===== src/rtl/bin_to_bcd_seq.sv =====
// Sequential double-dabble binary-to-BCD converter, one input bit per clock.
// Saturates to all nines with an overflow flag when the value exceeds the digit count.
module bin_to_bcd_seq #(
    parameter int WIDTH  = 12,
    parameter int DIGITS = 3
) (
    input  logic                  clock,
    input  logic                  reset,
    input  logic                  in_valid,
    output logic                  in_ready,
    input  logic [WIDTH-1:0]      bin,
    output logic                  out_valid,
    input  logic                  out_ready,
    output logic [4*DIGITS-1:0]   bcd,
    output logic [DIGITS-1:0]     digit_en,
    output logic                  overflow
);

    localparam int INT_DIGITS = (WIDTH + 2) / 3;
    localparam int MAX_DIGITS = (INT_DIGITS > DIGITS) ? INT_DIGITS : DIGITS;
    localparam int CW         = $clog2(WIDTH + 1);

    // Handshakes: a transfer happens on a rising edge where valid and ready are both 1.
    // in_ready and out_valid depend on state only; valid, once raised, holds until the transfer.
    typedef enum logic [1:0] {S_IDLE, S_CONV, S_DONE} state_t;

    state_t                    r_state;
    state_t                    w_next;
    logic [WIDTH-1:0]          r_shreg;
    logic [4*INT_DIGITS-1:0]   r_scratch;
    logic [CW-1:0]             r_cnt;
    logic [4*DIGITS-1:0]       r_bcd;
    logic [DIGITS-1:0]         r_den;
    logic                      r_ovf;

    logic                      w_last;
    logic [4*INT_DIGITS-1:0]   w_adj;
    logic [4*INT_DIGITS-1:0]   w_scratch_nx;
    logic [4*MAX_DIGITS-1:0]   w_ext;
    logic                      w_ovf;
    logic [4*DIGITS-1:0]       w_bcd;
    logic [DIGITS-1:0]         w_den;
    logic                      w_any;

    assign w_last = (r_cnt == CW'(1));

    always_ff @(posedge clock) begin
        if (reset) r_state <= S_IDLE;
        else       r_state <= w_next;
    end

    always_comb begin
        w_next = r_state;
        case (r_state)
            S_IDLE:  if (in_valid)  w_next = S_CONV;
            S_CONV:  if (w_last)    w_next = S_DONE;
            S_DONE:  if (out_ready) w_next = S_IDLE;
            default:                w_next = S_IDLE;
        endcase
    end

    // Add-3 correction precedes the shift so every digit stays within 0..9.
    always_comb begin
        w_adj = r_scratch;
        for (int i = 0; i < INT_DIGITS; i++) begin
            if (r_scratch[4*i +: 4] >= 4'd5)
                w_adj[4*i +: 4] = r_scratch[4*i +: 4] + 4'd3;
        end
    end

    assign w_scratch_nx = {w_adj[4*INT_DIGITS-2:0], r_shreg[WIDTH-1]};

    always_comb begin
        w_ext = '0;
        w_ext[4*INT_DIGITS-1:0] = w_scratch_nx;
        w_ovf = 1'b0;
        for (int k = DIGITS; k < MAX_DIGITS; k++) begin
            if (w_ext[4*k +: 4] != 4'd0) w_ovf = 1'b1;
        end
    end

    assign w_bcd = w_ovf ? {DIGITS{4'h9}} : w_ext[4*DIGITS-1:0];

    // A digit is lit when it or any more significant digit is nonzero; units always lit.
    always_comb begin
        w_any = 1'b0;
        w_den = '0;
        for (int k = DIGITS - 1; k >= 0; k--) begin
            w_any    = w_any | (w_bcd[4*k +: 4] != 4'd0);
            w_den[k] = w_any;
        end
        w_den[0] = 1'b1;
    end

    always_ff @(posedge clock) begin
        if (reset) begin
            r_shreg   <= '0;
            r_scratch <= '0;
            r_cnt     <= '0;
            r_bcd     <= '0;
            r_den     <= '0;
            r_ovf     <= 1'b0;
        end else begin
            case (r_state)
                S_IDLE: begin
                    if (in_valid) begin
                        r_shreg   <= bin;
                        r_scratch <= '0;
                        r_cnt     <= CW'(WIDTH);
                    end
                end
                S_CONV: begin
                    r_shreg   <= {r_shreg[WIDTH-2:0], 1'b0};
                    r_scratch <= w_scratch_nx;
                    r_cnt     <= r_cnt - 1'b1;
                    if (w_last) begin
                        r_bcd <= w_bcd;
                        r_den <= w_den;
                        r_ovf <= w_ovf;
                    end
                end
                default: ;
            endcase
        end
    end

    assign in_ready  = (r_state == S_IDLE);
    assign out_valid = (r_state == S_DONE);
    assign bcd       = r_bcd;
    assign digit_en  = r_den;
    assign overflow  = r_ovf;

endmodule


===== config.mk =====
export PLATFORM = sky130hd
export DESIGN_NAME = bin_to_bcd_seq
export DESIGN_NICKNAME = d
export VERILOG_FILES = /design/src/rtl/bin_to_bcd_seq.sv
export SDC_FILE = /design/constraint.sdc
export NUM_CORES = 1
export LEC_CHECK = 0
export CAP_MARGIN = 20
export CORE_MARGIN = 10
export CORE_UTILIZATION = 60
export DETAILED_ROUTE_END_ITERATION = 10
export DONT_BUFFER_PORTS = 1
export PLACE_DENSITY = 0.76
export SYNTH_ARGS = -nofsm -noshare
export SYNTH_HDL_FRONTEND = slang
export SYNTH_SLANG_ARGS = --single-unit

===== constraint.sdc =====
create_clock -name clock -period 2.7 [get_ports clock]
set_input_delay 0.675 -clock clock [delete_from_list [all_inputs] [get_ports clock]]
set_output_delay 0.675 -clock clock [all_outputs]
set_load 0.1 [all_outputs]

==> impl_metrics.yaml, run 1 <==
setup_path:
  end_kind: "output pin"
  critPathArrivalTime_ps: 1610
  critPathKind: "reg2out"
  critical_path.max_fanout: 19
  required_ps: 2030
  cp-start-kind: "flop"
die:
  initial_utilization_pct: 61.3
  core_mm2: 0.00397
  die-area_mm2: 0.00700
  die_x_um: 83.7
  fp.dieH_um: 83.7
  rows: 23
  io_pins: 34
global_routing:
  grt_usage_pct: 15.9
  grt_max_degree: 51
  grt_pass1_vias: 1970
  antenna_found_initial: 0
  grt_remaining_overflow: 0
  grt_pass1_wl_um: 9400
final_layout:
  final_util_pct: 68.4
  nFillCells: 323
  layout_commonest_cell: "nor2_1"
  fin_nets: 337
  drive_gt1_share_pct: 11.5
  finalInstanceArea_mm2: 0.00272
  fin_cells: 362
  layout_common_cells: "nor2_1 (67), dfxtp_1 (50), a21oi_1 (26)"
  area_growth_pct: 11.6
  n_antenna_cell: 0
synthesis:
  netlist_area_mm2: 0.00243
  synth.distinct_cells: 34
  synth_seq_cells: 50
  syn_avg_cell_area_um2: 8.03
  synth_ff_type: "dfxtp_1"
  synth_nets: 329
  async_flop_share_pct: 0
  yosys_warnings: 0
  synth_edf_count: 0
  netlist_instances: 303
  yosysSeqAreaShare_pct: 41.1
power:
  p_seq_share_pct: 48.7
  p_comb_share_pct: 12.0
  power_leakage_nw: 1.05
  peakVddDrop_mv: 0.394
  power_density_mw_per_mm2: 599
  p_sw_w: 0.000400
  power.share.clock_pct: 39.3
  power.internal_w: 0.00123
  switching_share_pct: 24.6
sta:
  drv_slew: 0
  finalCriticalPeriod_ps: 2280
  finalSetupViolations: 0
  setup_tns_ps: 0
  rsz0062_at_grt: "false"
  hold_viol: 0
  fmax_mhz: 438
  skew_ps: 7.61
  finalCritPeriodShare_pct: 84.5
  worstMarginPinSlew_ps: 745
  maxSlewHeadroom_pct: 50.1
clock_tree:
  cts_resized: 0
  clk_transition_reported_paths_ps: 90
  cts_buffer_depth: 2
  cts_buffers: 5
  cts_setup_buffers: 0
  postCtsHoldBufs: 0
  cts_tree: "built"
  cts_sinks: 50
  htree_levels: 2
  root_buffer: "clkbuf_8"
  worstSkewPairLatency_ps: 310
run:
  max_cap_viol_count: 0
min_path:
  hold_path.class: "in2reg"
route:
  wl_per_cell_um: 15.0
  drc_errors: 0
  vias: 2063
  dr.first_iter.drc_count: 145
  drt.antenna.violating_nets: 0
  drt-total-wl_um: 5430
  first_pass_iters: 4
  vias_per_cell: 5.70
place:
  post-dp-hpwl_um: 3600
  dp_cells: 354
  place.gp.congestion: 0.764
  portBuffers: 0
  place_area_mm2: 0.00257
status:
  status: "completed"
==> flip-flops by register name, summed over array words and instances (netlist names) <==
name       cells
r_shreg       12
digit_en       3
r_cnt          4
overflow       1
r_state        2
bcd           12
r_scratch     16
==> worst paths after layout <==
path / from / to / slack, ps / cells after the start
hold / removal: reset / r_scratch[5]$_SDFFE_PP0P_ / 430 / 1
hold reg to reg: r_shreg[10]$_SDFFE_PP0P_ / r_shreg[10]$_SDFFE_PP0P_ / 460 / 2
setup reg to reg: r_scratch[13]$_SDFFE_PP0P_ / bcd[9]$_SDFFE_PP0P_ / 640 / 8
setup / recovery: r_state[1]$_SDFFE_PP0P_ / out_valid / 420 / 2
==> final cells by class <==
class	count	area, um^2	share of cell area, %
sequential	50	1000	36.8
clock inverter	2	60.1	2.21
timing repair buffer	21	158	5.80
clock buffer	6	82.6	3.04
tap	50	62.6	2.30
multi-input combinational	218	1300	47.7
inverter	15	56.3	2.07
==> power groups by stage <==
stage                     logic (W)  registers [W]  clock network, W
final                      0.000195       0.000792          0.000639
after global routing       0.000221       0.000797          0.000677
after global placement     0.000194       0.000809                 0
after CTS                  0.000197       0.000792          0.000652
after detailed placement   0.000196       0.000809                 0
after floorplan            0.000139       0.000837                 0
==> worst max-delay path, stage by stage, from the launching register on <==
cell and delay [ps]:
dfxtp_1 700, nor2b_2 290, buf_4 310
==> synth_stat cells (3+ instances only) <==
master	instances	area (um^2)
dfxtp_1	50	1000
nand2_1	7	26.3
nand2b_1	8	50.1
inv_1	15	56.3
ha_1	10	125
nor3b_1	7	52.6
nor3_1	14	70.1
xnor2_1	4	35.0
nor2_1	68	255
clkbuf_1	15	56.3
a21oi_1	26	130
a211oi_1	13	97.6
nand3b_1	3	22.5
a22oi_1	16	120
nor2b_1	11	68.8
o21ai_0	11	55.1
mux2i_1	3	30.0
==> layer usage <==
layer  share of wire (%)  track usage (%)
met3                 7.9             5.96
met2                  45             23.7
met5                   0                0
met1                  46             19.9
met4                 1.2             6.70
==> logic make-up (layout without fill, tap and decap cells) <==
logic type / count (synthesis) / count (layout) / synth area share [%]
flops: 50 / 50 / 41.1
buf+inv: 35 / 44 / 5.81
compound gates: 74 / 74 / 20.2
mux: 3 / 3 / 1.23
fa+ha+maj: 10 / 10 / 5.14
xor+xnor: 4 / 4 / 1.44
simple gates: 127 / 127 / 25.1
==> per-stage QoR <==
step           hold slack [ps]  setup WS, ps  power (W)
3_5_place_dp               446           674    0.00101
5_1_grt                    411           331    0.00169
4_1_cts                    415           416    0.00164
6_report                   431           419    0.00163
3_3_place_gp               446           732    0.00100
2_1_floorplan              437          62.7   0.000976
(Power assumes the default switching activity.)
==> run 2: changes to the inputs <==
--- a/config.mk
+++ b/config.mk
@@ -7,10 +7,10 @@
 export LEC_CHECK = 0
 export CAP_MARGIN = 20
 export CORE_MARGIN = 10
-export CORE_UTILIZATION = 60
+export CORE_UTILIZATION = 56
 export DETAILED_ROUTE_END_ITERATION = 10
 export DONT_BUFFER_PORTS = 1
-export PLACE_DENSITY = 0.76
+export PLACE_DENSITY = 0.74
 export SYNTH_ARGS = -nofsm -noshare
 export SYNTH_HDL_FRONTEND = slang
 export SYNTH_SLANG_ARGS = --single-unit
==> constraint.sdc (replaced) <==
create_clock -name clock -period 2 [get_ports clock]
set_input_delay 0.5 -clock clock [delete_from_list [all_inputs] [get_ports clock]]
set_output_delay 0.5 -clock clock [all_outputs]
set_load 0.1 [all_outputs]
==> run 2 against run 1 <==
The flow now finishes with violations (negative setup slack); cell count is 3.0% higher; die area is 5.4% higher; via count is 2.0% higher; setup slack worse by 430 ps; non-clock buffer count is 12 higher; core utilization is 0.19 points higher; sequential share of layout area is 1.3 points lower; largest power group unchanged.
==> impl_metrics.yaml, run 2 (synthesis results as in run 1) <==
route:
  drt-total-wl_um: 5560
  drc_errors: 0
  first_pass_iters: 4
  wl_per_cell_um: 14.9
  drt.antenna.violating_nets: 0
  vias_per_cell: 5.64
  vias: 2105
  dr.first_iter.drc_count: 160
clock_tree:
  clk_transition_reported_paths_ps: 90
  root_buffer: "clkbuf_8"
  worstSkewPairLatency_ps: 310
  cts_tree: "built"
  htree_levels: 2
  cts_sinks: 50
  cts_buffers: 5
  cts_buffer_depth: 2
final_layout:
  drive_gt1_share_pct: 17.3
  n_antenna_cell: 0
  layout_common_cells: "nor2_1 (67), dfxtp_1 (48), buf_4 (31)"
  layout_commonest_cell: "nor2_1"
  finalInstanceArea_mm2: 0.00282
  ff_latch_area_mm2: 0.00100
  area_growth_pct: 16.0
  nFillCells: 349
  largest-register: "r_scratch"
  multiInputGateArea_mm2: 0.00134
  fin_nets: 349
  largest_reg_flops: 16
  final_util_pct: 68.6
place:
  place_area_mm2: 0.00265
  place.gp.congestion: 0.779
  place_ws_ps: -11.0
  portBuffers: 0
  post-dp-hpwl_um: 3760
power:
  p_sw_w: 0.000545
  p_seq_share_pct: 51.1
  peakVddDrop_mv: 0.448
  switching_share_pct: 26.2
  power_leakage_nw: 1.11
  p_comb_share_pct: 13.7
  power.share.clock_pct: 35.2
  power_density_mw_per_mm2: 736
  power.internal_w: 0.00153
sta:
  rsz0062_at_grt: "true"
  skew_ps: 4.37
  maxSlewHeadroom_pct: 67.3
  finalCriticalPeriod_ps: 2010
  hold_viol: 0
  worstMarginPinSlew_ps: 490
  finalSetupViolations: 1
  hold_ws_ps: 255
  finalCritPeriodShare_pct: 101
  fin_ws_ps: -10.0
  fmax_mhz: 498
  drv_slew: 0
die:
  rows: 23
  die-area_mm2: 0.00738
  core_mm2: 0.00412
  initial_utilization_pct: 59.1
  io_pins: 34
  fp.dieH_um: 85.9
  die_x_um: 85.9
global_routing:
  grt_max_degree: 51
  antenna_found_initial: 0
  grt_pass1_vias: 1884
  grt_remaining_overflow: 0
  grt_pass1_wl_um: 9100
  grt_usage_pct: 14.8
status:
  status: "complete, but fails checks"
  failed_checks: "negative setup slack"
setup_path:
  end_kind: "flop"
  cp-start-kind: "flop"
  reg2reg_depth: 7
  critPathKind: "reg2reg"
  slowest_delay_ps: 390
  critPathArrivalTime_ps: 2190
  required_ps: 2180
  crit_start: "r_scratch[13]$_SDFFE_PP0P_"
  critical_path.max_fanout: 3
  worstPathCellList: "inv_4 -> ha_4 -> nand2b_4 -> a2111o_1 -> a2111oi_4 -> and4bb_1 -> a311oi_2"
  slowest_stage: "a2111o_1"
  rr_startpoint: "r_scratch[13]$_SDFFE_PP0P_"
min_path:
  min_path_cells: 1
  min_from: "reset"
  hold_path.class: "in2reg"
run:
  max_cap_viol_count: 0
-- run 2: cell count changes in the layout (fill, tap and decap cells not counted), moves of 2 or more --
cell / change
inv_1: -2
dfxtp_2: +2
dfxtp_1: -2
ha_1: -2
buf_4: +10
ha_4: +2
-- run 2: critical path, delay by kind of cell (launching register included) --
kind / cells / cell delay [ps]
AOI/OAI and AO/OA: 3 / 890
and+or+nand+nor: 2 / 440
adders and majority gates: 1 / 140
DFF: 1 / 360
buffers and inverters: 1 / 50
-- run 2: final timing paths --
kind | to | slack [ps]
worst max-delay path | digit_en[1]$_SDFFE_PP0P_ | -10
worst max register to register | digit_en[1]$_SDFFE_PP0P_ | -10
worst min register to register | r_shreg[10]$_SDFFE_PP0P_ | 460
worst min-delay path | r_scratch[7]$_SDFFE_PP0P_ | 260
-- run 2: power by group through the flow --
stage | clock network, W | registers (W) | logic, W
after floorplan | 0 | 0.00113 | 0.000189
after global placement | 0 | 0.00108 | 0.000278
after detailed placement | 0 | 0.00109 | 0.000282
after CTS | 0.000745 | 0.00106 | 0.000283
after global routing | 0.000779 | 0.00107 | 0.000317
final | 0.000731 | 0.00106 | 0.000285
-- run 2: metal layers --
metal | global-route usage [%] | vias up | part of all wire (%)
met5 | 0 | - | 0
met2 | 23.1 | 58 | 46
li1 | - | 1081 | -
met4 | 6.44 | 0 | 2.0
met1 | 18.1 | 955 | 45
met3 | 4.92 | 11 | 6.9
-- run 2: cell type report --
class / instances / share of cell area (%)
inverters: 15 / 2.08
flip-flops and latches: 50 / 35.5
clock inverters: 1 / 1.06
multi-input cells: 218 / 47.3
well taps: 50 / 2.22
clock buffers: 6 / 2.93
repair buffers: 33 / 8.82
-- run 2: through the flow --
stage	instances	TNS, ps	power (W)
after floorplan	303	-3.79	0.00132
after global placement	364	0	0.00136
after detailed placement	364	-11.0	0.00137
after CTS	371	0	0.00209
after global routing	373	-101	0.00217
final	373	-10.0	0.00208
-- run 2: timing repair --
| action | in CTS | in global routing |
|---|---|---|
| cloned | 0 | 1 |
| endpoints found under the setup margin | 7 | 15 |
| gates resized for setup | 0 | 12 |
| pin swaps | 2 | 1 |
| setup buffers | 0 | 1 |
| hold buffers | 0 | 0 |
==> run 3: changes to the inputs <==
--- a/config.mk
+++ b/config.mk
@@ -7,10 +7,10 @@
 export LEC_CHECK = 0
 export CAP_MARGIN = 20
 export CORE_MARGIN = 10
-export CORE_UTILIZATION = 56
+export CORE_UTILIZATION = 60
 export DETAILED_ROUTE_END_ITERATION = 10
 export DONT_BUFFER_PORTS = 1
-export PLACE_DENSITY = 0.74
+export PLACE_DENSITY = 0.76
 export SYNTH_ARGS = -nofsm -noshare
 export SYNTH_HDL_FRONTEND = slang
 export SYNTH_SLANG_ARGS = --single-unit
==> constraint.sdc (replaced) <==
create_clock -name clock -period 2.1 [get_ports clock]
set_input_delay 0.525 -clock clock [delete_from_list [all_inputs] [get_ports clock]]
set_output_delay 0.525 -clock clock [all_outputs]
set_load 0.1 [all_outputs]
==> run 3 against run 2 <==
The run now ends clean; hold slack gained 28 ps; sequential power shrank 5%; design area shrank 2.3%; combinational power shrank 7.0%; critical endpoint unchanged; largest power group unchanged.
==> impl_metrics.yaml, run 3 (synthesis results as in run 1) <==
status:
  status: "completed"
final_layout:
  drive_gt1_share_pct: 15.2
  fin_cells: 366
  layout_commonest_cell: "nor2_1"
  finalInstanceArea_mm2: 0.00276
  layout_common_cells: "nor2_1 (67), dfxtp_1 (48), a21oi_1 (26)"
  largest_reg_flops: 16
  n_antenna_cell: 0
  area_growth_pct: 13.3
  fin_nets: 341
  largest-register: "r_scratch"
die:
  die_x_um: 83.7
  die-area_mm2: 0.00700
  rows: 23
  fp.dieH_um: 83.7
  io_pins: 34
  core_mm2: 0.00397
  initial_utilization_pct: 61.3
global_routing:
  antenna_found_initial: 0
  grt_max_degree: 51
  grt_remaining_overflow: 0
  grt_pass1_vias: 1837
  grt_pass1_wl_um: 8880
  grt_usage_pct: 14.8
clock_tree:
  clk_transition_reported_paths_ps: 90
  cts_sinks: 50
  htree_levels: 2
  root_buffer: "clkbuf_8"
  cts_buffer_depth: 2
  cts_buffers: 5
  worstSkewPairLatency_ps: 300
  cts_tree: "built"
  postCtsHoldBufs: 0
place:
  post-dp-hpwl_um: 3600
  place_area_mm2: 0.00260
  place.gp.congestion: 0.784
  portBuffers: 0
  dp_cells: 358
route:
  wl_per_cell_um: 14.6
  vias_per_cell: 5.64
  dr.first_iter.drc_count: 188
  drt-total-wl_um: 5340
  drt.antenna.violating_nets: 0
  vias: 2066
  drc_errors: 0
  first_pass_iters: 4
setup_path:
  required_ps: 2280
  end_kind: "flop"
  cp-start-kind: "flop"
  critPathArrivalTime_ps: 2180
  critPathKind: "reg2reg"
  critical_path.max_fanout: 4
sta:
  finalCritPeriodShare_pct: 95.2
  drv_slew: 0
  hold_viol: 0
  setup_tns_ps: 0
  skew_ps: 8.22
  finalSetupViolations: 0
  finalCriticalPeriod_ps: 2000
  worstMarginPinSlew_ps: 477
  maxSlewHeadroom_pct: 68.2
  hold_ws_ps: 283
  fmax_mhz: 500
power:
  peakVddDrop_mv: 0.591
  power_leakage_nw: 1.06
  power_density_mw_per_mm2: 705
min_path:
  hold_path.class: "in2reg"
run:
  max_cap_viol_count: 0
==> run 3: power breakdown <==
group	switching (W)	internal [W]	total, W
Sequential	0.0000244	0.000988	0.00101
Clock	0.000315	0.000351	0.000665
Combinational	0.000178	0.0000873	0.000265
Total	0.000517	0.00143	0.00194
==> run 3: through the flow <==
| stage | utilization (%) | setup WS [ps] | power (W) |
|---|---|---|---|
| 6_report | 69.4 | 101 | 0.00194 |
| 5_1_grt | 69.4 | -2.09 | 0.00203 |
| 4_1_cts | 68.4 | 5.89 | 0.00195 |
| 3_5_place_dp | 65.6 | 23.2 | 0.00130 |
| 3_3_place_gp | 65.6 | 102 | 0.00130 |
| 2_1_floorplan | - | 71.2 | 0.00126 |
==> run 3: worst paths after layout <==
check | slack, ps | from | cells after the start | end
max | 100 | r_scratch[13]$_SDFFE_PP0P_ | 7 | digit_en[1]$_SDFFE_PP0P_
min | 280 | reset | 1 | r_shreg[0]$_SDFFE_PP0P_
max reg2reg | 100 | r_scratch[13]$_SDFFE_PP0P_ | 7 | digit_en[1]$_SDFFE_PP0P_
min reg2reg | 460 | r_shreg[7]$_SDFFE_PP0P_ | 2 | r_shreg[7]$_SDFFE_PP0P_
==> run 3: area by class of cell <==
type | instances | area (um^2)
clock buffers | 5 | 68.8
clock inverters | 3 | 40.0
fillers | 343 | 1210
inverters | 15 | 56.3
multi-input cells | 218 | 1330
flip-flops and latches | 50 | 1000
well taps | 50 | 62.6
repair buffers | 25 | 191
==> run 3: worst max-delay path, stage by stage, from the launching register on <==
cell       delay (ps)
dfxtp_2           370
inv_2              70
ha_4              160
nand2b_4          130
a2111o_1          390
a2111oi_4         390
and4bb_1          280
a311oi_1           90
==> run 3: metal layers <==
layer | wire length (um) | track usage, % | vias to the layer above
li1 | - | - | 1064
met2 | 2540 | 22.8 | 43
met4 | 40 | 3.96 | 0
met3 | 358 | 6.15 | 5
met1 | 2400 | 18.6 | 954
met5 | 0 | 0 | -
==> run 3: repair_timing <==
action,in CTS,in global routing
gates resized for setup,1,10
setup endpoints to repair,1,14
pin swaps,0,4
buffers inserted,0,0
